## src/rtl/carry_select_subtractor_pipe_pkg.sv

```systemverilog
// Shared constants and flag helpers for the pipelined carry-select subtractor.
// The stage-1 payload type depends on WIDTH/SPLIT, so it is declared inside the top.
package sub_pkg;

  localparam int DEF_WIDTH = 32;
  localparam int DEF_SPLIT = 16;

  // Two's-complement overflow of a - b: operand signs differ and the result sign leaves the minuend's.
  function automatic logic signed_ovf(input logic a_msb, input logic b_msb, input logic d_msb);
    return (a_msb != b_msb) && (d_msb != a_msb);
  endfunction

  // Unsigned borrow out of the MSB, recovered from the operand and result sign bits alone.
  function automatic logic unsigned_borrow(input logic a_msb, input logic b_msb, input logic d_msb);
    return (!a_msb && b_msb) || ((a_msb == b_msb) && d_msb);
  endfunction

endpackage

```

## src/rtl/carry_select_subtractor_pipe_block.sv

```systemverilog
// Carry-select adder slice: produces both the carry-in 0 and carry-in 1 sums, each with its carry-out.
module carry_select_block #(
  parameter int W = 16
) (
  input  logic [W-1:0] x,
  input  logic [W-1:0] y,
  output logic [W:0]   sum_c0,
  output logic [W:0]   sum_c1
);

  assign sum_c0 = {1'b0, x} + {1'b0, y};
  assign sum_c1 = {1'b0, x} + {1'b0, y} + {{W{1'b0}}, 1'b1};

endmodule

```

## src/rtl/carry_select_subtractor_pipe.sv

```systemverilog
// Two-stage pipelined subtractor a - b = a + ~b + 1, low half resolved in stage 1,
// high half chosen in stage 2 from precomputed carry-select candidates. Valid/ready on both sides.
module carry_select_subtractor_pipe
  import sub_pkg::*;
#(
  parameter int WIDTH = DEF_WIDTH,
  parameter int SPLIT = DEF_SPLIT
) (
  input  logic             clk,
  input  logic             rst,
  input  logic             in_valid,
  output logic             in_ready,
  input  logic [WIDTH-1:0] a,
  input  logic [WIDTH-1:0] b,
  output logic             out_valid,
  input  logic             out_ready,
  output logic [WIDTH-1:0] diff,
  output logic             borrow,
  output logic             overflow
);

  localparam int HW = WIDTH - SPLIT;

  typedef struct packed {
    logic [HW-1:0]    hi0;
    logic [HW-1:0]    hi1;
    logic [SPLIT-1:0] lo;
    logic             c;
    logic             a_msb;
    logic             b_msb;
  } s1_t;

  logic [WIDTH-1:0] b_inv_s;
  logic [SPLIT:0]   lo_sum_s;
  logic [HW:0]      hi_c0_s;
  logic [HW:0]      hi_c1_s;
  logic             unused_carry_s;
  s1_t              s1_next_s;
  s1_t              s1_r;
  logic             s1_valid_r;
  logic             s2_valid_r;
  logic             s1_adv_s;
  logic             s2_adv_s;
  logic [HW-1:0]    hi_sel_s;
  logic [WIDTH-1:0] diff_next_s;

  assign b_inv_s  = ~b;
  assign lo_sum_s = {1'b0, a[SPLIT-1:0]} + {1'b0, b_inv_s[SPLIT-1:0]} + {{SPLIT{1'b0}}, 1'b1};

  carry_select_block #(.W(HW)) u_hi (
    .x      (a[WIDTH-1:SPLIT]),
    .y      (b_inv_s[WIDTH-1:SPLIT]),
    .sum_c0 (hi_c0_s),
    .sum_c1 (hi_c1_s)
  );

  // Borrow comes from the sign bits, so the high-half carry-outs are not needed.
  assign unused_carry_s = hi_c0_s[HW] ^ hi_c1_s[HW];

  assign s2_adv_s  = !s2_valid_r || out_ready;
  assign s1_adv_s  = !s1_valid_r || s2_adv_s;
  assign in_ready  = s1_adv_s && !rst;
  assign out_valid = s2_valid_r;

  // Stage-1 payload assembly from the incoming operands.
  always_comb begin
    s1_next_s       = '0;
    s1_next_s.hi0   = hi_c0_s[HW-1:0];
    s1_next_s.hi1   = hi_c1_s[HW-1:0];
    s1_next_s.lo    = lo_sum_s[SPLIT-1:0];
    s1_next_s.c     = lo_sum_s[SPLIT];
    s1_next_s.a_msb = a[WIDTH-1];
    s1_next_s.b_msb = b[WIDTH-1];
  end

  // Stage-2 carry select of the high half.
  always_comb begin
    hi_sel_s = '0;
    if (s1_r.c) begin
      hi_sel_s = s1_r.hi1;
    end else begin
      hi_sel_s = s1_r.hi0;
    end
    diff_next_s = {hi_sel_s, s1_r.lo};
  end

  // Stage 1 register: captures operands on accept, holds while stage 2 is blocked.
  always_ff @(posedge clk) begin
    if (rst) begin
      s1_valid_r <= 1'b0;
      s1_r       <= '0;
    end else if (s1_adv_s) begin
      s1_valid_r <= in_valid;
      if (in_valid) begin
        s1_r <= s1_next_s;
      end
    end
  end

  // Stage 2 register: result outputs, frozen while the consumer stalls.
  always_ff @(posedge clk) begin
    if (rst) begin
      s2_valid_r <= 1'b0;
      diff       <= '0;
      borrow     <= 1'b0;
      overflow   <= 1'b0;
    end else if (s2_adv_s) begin
      s2_valid_r <= s1_valid_r;
      if (s1_valid_r) begin
        diff     <= diff_next_s;
        borrow   <= unsigned_borrow(s1_r.a_msb, s1_r.b_msb, diff_next_s[WIDTH-1]);
        overflow <= signed_ovf(s1_r.a_msb, s1_r.b_msb, diff_next_s[WIDTH-1]);
      end
    end
  end

endmodule
```

## config.mk

```make
export PLATFORM = sky130hd
export DESIGN_NAME = carry_select_subtractor_pipe
export DESIGN_NICKNAME = d
export VERILOG_FILES = /design/src/rtl/carry_select_subtractor_pipe_pkg.sv /design/src/rtl/carry_select_subtractor_pipe_block.sv /design/src/rtl/carry_select_subtractor_pipe.sv
export SDC_FILE = /design/constraint.sdc
export NUM_CORES = 1
export LEC_CHECK = 0
export BUFFER_PORTS_ARGS = -buffer_cell sky130_fd_sc_hd__buf_2
export CORE_MARGIN = 10
export CORE_UTILIZATION = 51
export CTS_CLUSTER_DIAMETER = 120
export DETAILED_ROUTE_END_ITERATION = 6
export GPL_ROUTABILITY_DRIVEN = 0
export GPL_TIMING_DRIVEN = 0
export PLACE_DENSITY = 0.72
export SYNTH_ARGS = -nofsm -noshare
export SYNTH_HDL_FRONTEND = slang
export SYNTH_SLANG_ARGS = --single-unit
```

## constraint.sdc

```tcl
create_clock -name clk -period 3.1 [get_ports clk]
set_input_delay 0 -clock clk [delete_from_list [all_inputs] [get_ports clk]]
set_output_delay 0 -clock clk [all_outputs]
set_load 0.01 [all_outputs]
```

==> impl_metrics.csv, run 1 <==
group,metric,value,unit
status,outcome,"finished clean",
setup_path,worst-r2r-setup-slack,1.00,ns
hold_path,min_from,"b[1]",
clock_tree,clockBufferDepth,2,
clock_tree,clkTransAtPathRegs,0.10,ns
global_routing,grt_max_degree,17,
placement,dp_cells,848,
placement,io_buffers,102,
setup_path,reg2regPathDepth,7,
power,power_density,479,nW/um^2
cells_and_area,drive_gt1_frac,0.177,
clock_tree,cts_inserted_buffers,9,
detailed_routing,detail-route-antenna-nets,0,
logic_synthesis,synth-seq-cells,87,
logic_synthesis,netlist-cell-type-count,51,
timing,fmax,338,MHz
power,total_power,2820,uW
floorplan,fp-row-count,35,
setup_path,critPathKind,"input port to flop",
timing,period_needed,2.96,ns
setup_path,r2r-end,"s1_r[40]",
logic_synthesis,syn_nets,720,
cells_and_area,synthToLayoutAreaGrowth,18.9,%
clock_tree,cts-root-buf,"clkbuf_8",
floorplan,dieArea,14000,sq um
logic_synthesis,ys_seq_area_frac,0.353,
timing,hold_violations,0,
setup_path,crit_path_start_kind,"input port",
flow_run,drv_cap,0,
cells_and_area,fin_cells,869,
timing,skew,0.0108,ns
detailed_routing,wl_per_cell,15.1,um
placement,place_hpwl,10500,um
setup_path,r2r_start,"out_valid",
logic_synthesis,yosys_warnings,0,
timing,drv_slew,0,
timing,tightestPinTransition,0.727,ns
detailed_routing,routed-via-count,4631,
cells_and_area,diodes,0,
detailed_routing,wl,13100,um
floorplan,dieHeight,118,um
detailed_routing,firstDrtPassIters,4,
floorplan,io_pins,104,
setup_path,crit_chain,"dlygate4sd3_1, buf_2, ha_1, fa_1, nor2b_1, o21a_1, o21ai_0, a21oi_1, o41ai_2, o21ai_0, a2111oi_1, or3_1, a31oi_1",
detailed_routing,viasPerCell,5.33,
timing,final-setup-viol-count,0,
clock_tree,clkSinkCount,87,
setup_path,endpoint_kind,"flop",
floorplan,die_w,118,um
global_routing,grt_use_total,0.180,
setup_path,cp_common_cell,"o21ai_0",
setup_path,path_buf_inv,2,
setup_path,crit_path_top_delay_cell,"dlygate4sd3_1",
detailed_routing,drc_errors,0,
hold_path,hold_end,"diff_next_s[1]",
cells_and_area,postLayoutCoreUtil,0.630,
floorplan,start_util,0.530,
setup_path,critPathMaxFanout,3,
setup_path,crit_arrival,3.25,ns
detailed_routing,drt_first_iter_violations,312,
power,vdd_drop_max,0.209,mV
setup_path,critical_path_depth,13,
clock_tree,clk_latency,0.36,ns
global_routing,grt_pass1_wl,21400,um
clock_tree,cts_setup_buffers,0,
setup_path,cp_top_family,"compound AO/OA/AOI/OAI gates",
timing,relSlewSlack,0.515,
logic_synthesis,synth-edff-count,0,
power,p_leak,0.00254,uW
logic_synthesis,synth-async-reset-ratio,0,
floorplan,core_area,9330,sq um
timing,period_share,0.956,
global_routing,grt_overflow,0,
logic_synthesis,synth_area,4940,sq um
setup_path,slowest_delay,0.54,ns
hold_path,holdPathStages,3,
logic_synthesis,synthFlopType,"dfxtp_1",
global_routing,grt_pass1_vias,4475,
clock_tree,cts_tree,"built",
clock_tree,cts-htree-levels,3,
hold_path,hp-class,"input port to flop",
cells_and_area,fin_nets,838,
global_routing,antenna_found_initial,0,
cells_and_area,fillerInstances,864,
logic_synthesis,post_synth.cell_area_avg,8.01,sq um
logic_synthesis,synth_cells,617,
setup_path,cp.required,3.39,ns
area by class of cell:
type                            instances  area, sq um  area share
Multi-Input combinational cell        461         2950       0.502
Clock buffer                            9          124      0.0211
Tap cell                              129          161      0.0275
Sequential cell                        87         1740       0.296
Buffer                                 31          116      0.0198
Timing Repair Buffer                  107          561      0.0954
Clock inverter                          7         80.1      0.0136
Inverter                               38          143      0.0243
state kept, by name, indices dropped and copies added, names as in the netlist:
signal       cells
borrow           1
diff            32
s1_r            35
out_valid        1
s1_valid_r       1
overflow         1
diff_next_s     16
stage by stage:
stage / cell area, sq um / setup slack, ns / hold slack [ns] / setup TNS (ns)
2_1_floorplan: 4940 / 0.364 / 0.117 / 0
3_3_place_gp: 5610 / -0.0458 / 0.237 / -0.0458
3_5_place_dp: 5610 / -0.0544 / 0.255 / -0.0544
4_1_cts: 5870 / 0.185 / 0.00676 / 0
5_1_grt: 5870 / -0.00912 / 0.0173 / -0.00912
6_report: 5870 / 0.138 / 0.00948 / 0
cells by family (layout without fill, tap and decap cells):
family,Yosys count,count (layout),synth area share
and+or+nand+nor,225,225,0.207
AOI/OAI and AO/OA,151,151,0.202
DFF,87,87,0.353
buffers and inverters,69,192,0.0524
adders and majority gates,35,35,0.0917
xor gates and xnor gates,31,31,0.0550
muxes,19,19,0.0388
power breakdown:
group | internal (uW) | total, uW | switching [uW]
registers | 1210 | 1260 | 50.4
clock network | 380 | 808 | 427
logic | 312 | 749 | 437
repair_timing:
action,CTS,global route
resized for setup,0,2
setup endpoints to repair,0,1
endpoints found under the hold margin,5,0
hold buffers,5,0
worst register-to-register path, delay by kind of cell (launching register included):
family | cells | cell delay [ns]
buf+inv | 2 | 0.81
simple gates | 4 | 0.73
flops | 1 | 0.32
compound gates | 1 | 0.17
routing by layer:
metal | global-route usage | routed length [um] | part of all wire
met2 | 0.292 | 5970 | 0.46
met3 | 0.0400 | 765 | 0.058
met1 | 0.236 | 6230 | 0.47
met5 | 0 | 0 | 0
met4 | 0.0435 | 152 | 0.012
how the worst max path moves through the flow:
stage                     start  endpoint  slack [ns]
after floorplan           b[16]  s1_r[34]        0.36
after global placement    a[16]  s1_r[34]       -0.05
after detailed placement  a[16]  s1_r[34]       -0.05
after CTS                  b[0]   s1_r[2]        0.19
after global routing       b[0]   s1_r[2]      -0.009
final                      b[0]   s1_r[2]        0.14
cell usage in the layout, fill, tap and decap left out, drive strengths merged, types with 2 or more instances in the layout:
cell type    netlist  final
nand3b             4      4
xor2              14     14
a21oi             59     59
a2111oi            2      2
xnor2             17     17
a211oi            35     35
a31oi              3      3
clkbuf            25     34
nand3              8      8
nand2b             7      7
nand4              3      3
clkinv             0      2
nor3              14     14
o21ai             22     22
a21o               4      4
o41ai              2      2
and2               2      2
o31a               2      2
buf                6    108
clkinvlp           0      2
dfxtp             87     87
nor3b              4      4
o31ai              2      2
o211ai             3      3
nand2             96     96
o21a               7      7
dlygate4sd3        0      5
nor2              66     66
inv               38     40
ha                33     33
fa                 2      2
a311oi             2      2
and3               2      2
or4b               2      2
nor2b             10     10
mux2i             18     18
or3                4      4
o311ai             2      2
Yosys cell counts, drive strengths merged, types with 6 or more instances:
master	number	area, sq um
nand2	96	360
dfxtp	87	1740
nor2	66	248
a21oi	59	295
inv	38	143
a211oi	35	263
ha	33	413
clkbuf	25	93.8
o21ai	22	110
mux2i	18	180
xnor2	17	149
nor3	14	70.1
xor2	14	123
nor2b	10	70.1
nand3	8	52.6
nand2b	7	43.8
o21a	7	52.6
buf	6	22.5
(Power assumes the default switching activity.)
==> inputs of run 2 (changes only) <==
--- a/config.mk
+++ b/config.mk
@@ -5,14 +5,16 @@
 export SDC_FILE = /design/constraint.sdc
 export NUM_CORES = 1
 export LEC_CHECK = 0
+export ABC_AREA = 1
 export BUFFER_PORTS_ARGS = -buffer_cell sky130_fd_sc_hd__buf_2
 export CORE_MARGIN = 10
 export CORE_UTILIZATION = 51
+export CTS_BUF_LIST = sky130_fd_sc_hd__clkbuf_4 sky130_fd_sc_hd__clkbuf_8
 export CTS_CLUSTER_DIAMETER = 120
 export DETAILED_ROUTE_END_ITERATION = 6
 export GPL_ROUTABILITY_DRIVEN = 0
 export GPL_TIMING_DRIVEN = 0
-export PLACE_DENSITY = 0.72
+export PLACE_DENSITY = 0.71
 export SYNTH_ARGS = -nofsm -noshare
 export SYNTH_HDL_FRONTEND = slang
 export SYNTH_SLANG_ARGS = --single-unit
==> run 2 against run 1 <==
Clock power about the same. Total power up 1.6%. Wire length up 11%. Sequential share of layout area shrank 2.2 points. Die area up 8.0%. Highest routed layer unchanged.
==> impl_metrics.csv, run 2 <==
group,metric,value,unit
setup_path,cp_common_cell,"o21ai_1",
global_routing,antenna_found_initial,0,
clock_tree,clk_latency,0.37,ns
power,p_leak,0.00344,uW
cells_and_area,drive_gt1_frac,0.156,
power,p_sw_frac,0.339,
floorplan,die_w,123,um
setup_path,cp.required,3.37,ns
clock_tree,ctsResizeCount,0,
placement,io_buffers,102,
logic_synthesis,synthTopCellsByCount,"inv_1, nand2_1, a21oi_1, dfxtp_1, nor2_1",
detailed_routing,routed-via-count,5543,
setup_path,critPathKind,"input port to flop",
placement,place_hpwl,11300,um
logic_synthesis,synthFlopType,"dfxtp_1",
cells_and_area,stdcell_area,6350,sq um
global_routing,grt_use_total,0.192,
power,clockPowerShare,0.282,
cells_and_area,regMostFlops,"s1_r",
setup_path,path_buf_inv,3,
logic_synthesis,yosys_warnings,0,
detailed_routing,drt_first_iter_violations,430,
floorplan,dieHeight,123,um
power,vdd_drop_max,0.289,mV
floorplan,fp-row-count,37,
timing,final-setup-viol-count,0,
clock_tree,clkSinkCount,87,
global_routing,grt.busiest_layer,"met2",
power,switching_power,969,uW
clock_tree,cts-root-buf,"clkbuf_8",
logic_synthesis,synth_top_cell_by_area,"dfxtp_1",
logic_synthesis,synth_area_leaders,"dfxtp_1, inv_1, nand2_1, a21oi_1, ha_1",
logic_synthesis,synth_top_area_frac,0.321,
hold_path,min_from,"a[0]",
logic_synthesis,synth-edff-count,0,
global_routing,grt_pass1_wl,23800,um
flow_run,drv_cap,0,
logic_synthesis,synth_area,5420,sq um
timing,drv_slew,0,
status,outcome,"finished clean",
clock_tree,cts-htree-levels,3,
timing,hold_violations,0,
setup_path,crit_path_top_delay_cell,"dlygate4sd3_1",
clock_tree,clockBufferDepth,2,
cells_and_area,postLayoutCoreUtil,0.615,
cells_and_area,fillerInstances,1041,
detailed_routing,drc_errors,0,
floorplan,dieArea,15100,sq um
logic_synthesis,synth-async-reset-ratio,0,
timing,relSlewSlack,0.545,
global_routing,grt_max_degree,16,
setup_path,crit_chain,"dlygate4sd3_1, buf_2, ha_1, fa_1, o21ai_1, a21boi_0, o21ai_1, a21oi_1, xnor2_1, o21ai_1, inv_1",
power,total_power,2860,uW
setup_path,r2r_start,"out_valid",
timing,skew,0.00864,ns
setup_path,slowest_delay,0.54,ns
logic_synthesis,syn_nets,933,
setup_path,critPathMaxFanout,3,
logic_synthesis,synth-seq-cells,87,
detailed_routing,wl_per_cell,13.4,um
timing,fmax,466,MHz
timing,rsz0062_at_grt,"false",
power,p_comb_frac,0.280,
floorplan,core_area,10300,sq um
cells_and_area,final_cell_mix,"inv_1, nand2_1, buf_2, a21oi_1, dfxtp_1",
global_routing,met1_usage,0.264,
floorplan,io_pins,104,
timing,setup_tns,0,ns
setup_path,crit_path_start_kind,"input port",
hold_path,hp-class,"input port to flop",
cells_and_area,largest_reg_flops,35,
power,power_frac_seq,0.438,
cells_and_area,diodes,0,
global_routing,grt_use_met3,0.0460,
logic_synthesis,ys_seq_area_frac,0.321,
global_routing,grt_pass1_vias,4965,
clock_tree,cts_tree,"built",
cells_and_area,fin_nets,1051,
cells_and_area,synthToLayoutAreaGrowth,17.2,%
clock_tree,cts_inserted_buffers,9,
timing,period_needed,2.14,ns
logic_synthesis,synth_cells,830,
detailed_routing,viasPerCell,5.09,
global_routing,grtUsageMet2,0.299,
detailed_routing,detail-route-antenna-nets,0,
logic_synthesis,netlist-cell-type-count,38,
global_routing,grt_overflow,0,
clock_tree,clkTransAtPathRegs,0.09,ns
power,internal_power,1890,uW
logic_synthesis,post_synth.cell_area_avg,6.53,sq um
floorplan,start_util,0.525,
detailed_routing,wl,14600,um
placement,placed_cell_area,6100,sq um
setup_path,endpoint_kind,"flop",
timing,period_share,0.692,
setup_path,crit_arrival,2.41,ns
setup_path,worstSetupStartpoint,"b[0]",
setup_path,cp_top_family,"compound AO/OA/AOI/OAI gates",
power,power_density,451,nW/um^2
detailed_routing,firstDrtPassIters,5,
timing,tightestPinTransition,0.683,ns
==> run 2: cell count changes after synthesis, moves of 29 or more <==
cell and delta:
inv_1 +114, a211oi_1 -32, nand2_1 +56, a21oi_1 +36, o21ai_0 +46, nand3_1 +29
==> run 2: cell families after synthesis <==
group | after synthesis | share of synthesized area
multiplexers | 1 | 0.00185
adder cells (fa/ha/maj) | 35 | 0.0836
buffers and inverters | 191 | 0.133
AO/OA/AOI/OAI | 189 | 0.185
XOR/XNOR | 14 | 0.0226
flip-flops | 87 | 0.321
AND/OR/NAND/NOR | 313 | 0.253
==> run 2: per-layer routing <==
metal  wire, um  vias to the layer above
met5          0                        -
met4        149                        0
met3       1100                       15
met2       6540                      176
met1       6790                     2489
li1           -                     2863
==> run 2: worst reg2reg max path: cells and delay by family (launching register included) <==
kind / cells / cell delay, ns
buffers and inverters: 3 / 0.96
and+or+nand+nor: 4 / 0.47
DFF: 1 / 0.33
AOI/OAI and AO/OA: 1 / 0.16
==> run 2: worst paths after layout <==
check / endpoint / slack, ns / depth (start not counted)
setup / recovery: diff_next_s[10] / 0.96 / 11
hold / removal: diff_next_s[0] / 0.01 / 4
setup reg to reg: s1_r[31] / 1.09 / 8
hold reg to reg: diff[9] / 0.45 / 2
==> run 2: timing repair <==
item | CTS | global route
setup buffers | 0 | 0
hold buffers | 5 | 0
endpoints found under the setup margin | 0 | 0
endpoints found under the hold margin | 6 | 0
==> run 2: per-stage QoR <==
stage	cells	hold slack (ns)	setup WS [ns]
2_1_floorplan	830	0.167	1.18
3_3_place_gp	1068	0.300	0.813
3_5_place_dp	1068	0.301	0.783
4_1_cts	1089	0.00977	1.01
5_1_grt	1089	0.0291	0.847
6_report	1089	0.0105	0.956
==> run 2: final cells by class <==
type	count	area, sq um	area share
plain buffers	32	121	0.0191
clock buffers	10	131	0.0207
clock inverters	6	70.1	0.0110
inverters	159	597	0.0940
multi-input cells	552	2960	0.466
flip-flops and latches	87	1740	0.274
well taps	136	170	0.0268
repair buffers	107	561	0.0883
==> run 2: power by group through the flow <==
stage / clock, uW / sequential, uW / combinational [uW]
after floorplan: 0 / 1290 / 548
after global placement: 0 / 1280 / 782
after detailed placement: 0 / 1280 / 789
after CTS: 821 / 1250 / 798
after global routing: 865 / 1260 / 918
final: 807 / 1250 / 800
==> inputs of run 3 (changes only) <==
==> constraint.sdc (replaced) <==
create_clock -name clk -period 2.1 [get_ports clk]
set_input_delay 0 -clock clk [delete_from_list [all_inputs] [get_ports clk]]
set_output_delay 0 -clock clk [all_outputs]
set_load 0.01 [all_outputs]
==> run 3 against run 2 <==
Sequential power rose by 48%. Utilization rose by 0.15 points. Die area stayed put. First-iteration DRC count grew 2.3%. Design area is 0.24% higher. Critical path type unchanged.
==> impl_metrics.csv, run 3 (synthesized netlist as in run 2, its figures left out) <==
group,metric,value,unit
floorplan,start_util,0.525,
cells_and_area,final_cell_mix,"inv_1, nand2_1, buf_2, a21oi_1, dfxtp_1",
cells_and_area,diodes,0,
setup_path,critPathMaxFanout,3,
cells_and_area,regMostFlops,"s1_r",
global_routing,antenna_found_initial,0,
clock_tree,cts-root-buf,"clkbuf_8",
setup_path,crit_path_start_kind,"input port",
floorplan,core_area,10300,sq um
setup_path,critPathKind,"input port to flop",
power,power_frac_seq,0.437,
detailed_routing,firstDrtPassIters,5,
power,p_sw_frac,0.339,
timing,final-setup-viol-count,0,
detailed_routing,wl_per_cell,13.4,um
power,vdd_drop_max,0.427,mV
status,outcome,"finished clean",
power,p_leak,0.00345,uW
clock_tree,cts_tree,"built",
global_routing,grt_pass1_vias,4962,
floorplan,die_w,123,um
detailed_routing,dr_wl_met3,1060,um
timing,tightestPinTransition,0.724,ns
floorplan,dieArea,15100,sq um
cells_and_area,stdcell_area,6360,sq um
power,power_density,665,nW/um^2
placement,io_buffers,102,
clock_tree,clkTransAtPathRegs,0.09,ns
detailed_routing,drt_first_iter_violations,440,
detailed_routing,routed-via-count,5504,
global_routing,grt_pass1_wl,23700,um
hold_path,hp-class,"input port to flop",
timing,fmax,501,MHz
power,p_comb_frac,0.281,
floorplan,dieHeight,123,um
timing,period_needed,1.99,ns
timing,drv_slew,0,
setup_path,endpoint_kind,"flop",
floorplan,io_pins,104,
power,switching_power,1440,uW
detailed_routing,drc_errors,0,
cells_and_area,synthToLayoutAreaGrowth,17.5,%
power,total_power,4230,uW
clock_tree,cts-htree-levels,3,
power,clockPowerShare,0.281,
detailed_routing,met2_wirelength,6560,um
detailed_routing,top_layer_used,"met4",
power,internal_power,2800,uW
cells_and_area,drive_gt1_frac,0.165,
global_routing,grt_overflow,0,
setup_path,crit_arrival,2.25,ns
timing,fin_worst_hold_slack,0.0865,ns
flow_run,drv_cap,0,
placement,placed_cell_area,6100,sq um
detailed_routing,viasPerCell,5.05,
global_routing,grt_max_degree,16,
floorplan,fp-row-count,37,
clock_tree,cts_setup_buffers,0,
detailed_routing,detail-route-antenna-nets,0,
clock_tree,clockBufferDepth,2,
timing,fin_ws,0.106,ns
timing,hold_violations,0,
timing,relSlewSlack,0.517,
clock_tree,clkSinkCount,87,
detailed_routing,drt-met1-wl,6840,um
global_routing,grt_use_total,0.191,
timing,skew,0.00867,ns
placement,place_hpwl,11300,um
clock_tree,cts_inserted_buffers,9,
clock_tree,clk_latency,0.36,ns
cells_and_area,postLayoutCoreUtil,0.617,
setup_path,cp.required,2.36,ns
timing,period_share,0.950,
detailed_routing,wl,14600,um
cells_and_area,fin_nets,1051,
placement,pre_cts_ws,-0.217,ns
cells_and_area,largest_reg_flops,35,
run 3: what timing repair did:
action	in CTS	in global routing
hold buffers	5	0
resized for setup	0	10
setup endpoints to repair	0	17
endpoints found under the hold margin	6	0
run 3: layout make-up:
type | instances | area [sq um]
multi-input cells | 552 | 2970
inverters | 159 | 597
clock buffers | 10 | 131
clock inverters | 6 | 70.1
plain buffers | 32 | 125
fillers | 1042 | 3960
repair buffers | 107 | 561
flip-flops and latches | 87 | 1740
well taps | 136 | 170
run 3: critical path, stage by stage:
cell and delay [ns]:
dlygate4sd3_1 0.53, buf_2 0.14, fa_1 0.43, o21ai_1 0.28, a21boi_0 0.20, o21ai_1 0.25, a21oi_1 0.11, xnor2_1 0.14
o21ai_1 0.12, inv_1 0.05
run 3: path summary, 6_finish.rpt:
kind / slack (ns) / endpoint / depth (start not counted) / start
setup / recovery: 0.11 / diff_next_s[10] / 10 / b[1]
hold / removal: 0.09 / diff_next_s[1] / 4 / a[1]
setup reg to reg: 0.18 / s1_r[36] / 6 / out_valid
hold reg to reg: 0.46 / diff[9] / 2 / diff_next_s[9]
run 3: routing by layer:
layer,vias up,GRT usage
met2,154,0.298
met5,-,0
li1,2861,-
met4,0,0.0393
met1,2473,0.264
met3,16,0.0460
run 3: power groups by stage:
stage	registers, uW	clock network (uW)	logic [uW]
after detailed placement	1890	0	1160
after floorplan	1900	0	809
final	1850	1190	1190
after global placement	1890	0	1160
after CTS	1850	1210	1180
after global routing	1870	1280	1360
run 3: metrics by stage:
stage	instances	setup TNS (ns)
after floorplan	830	0
after global placement	1068	-0.894
after detailed placement	1068	-1.03
after CTS	1089	0
after global routing	1089	-0.00224
final	1089	0
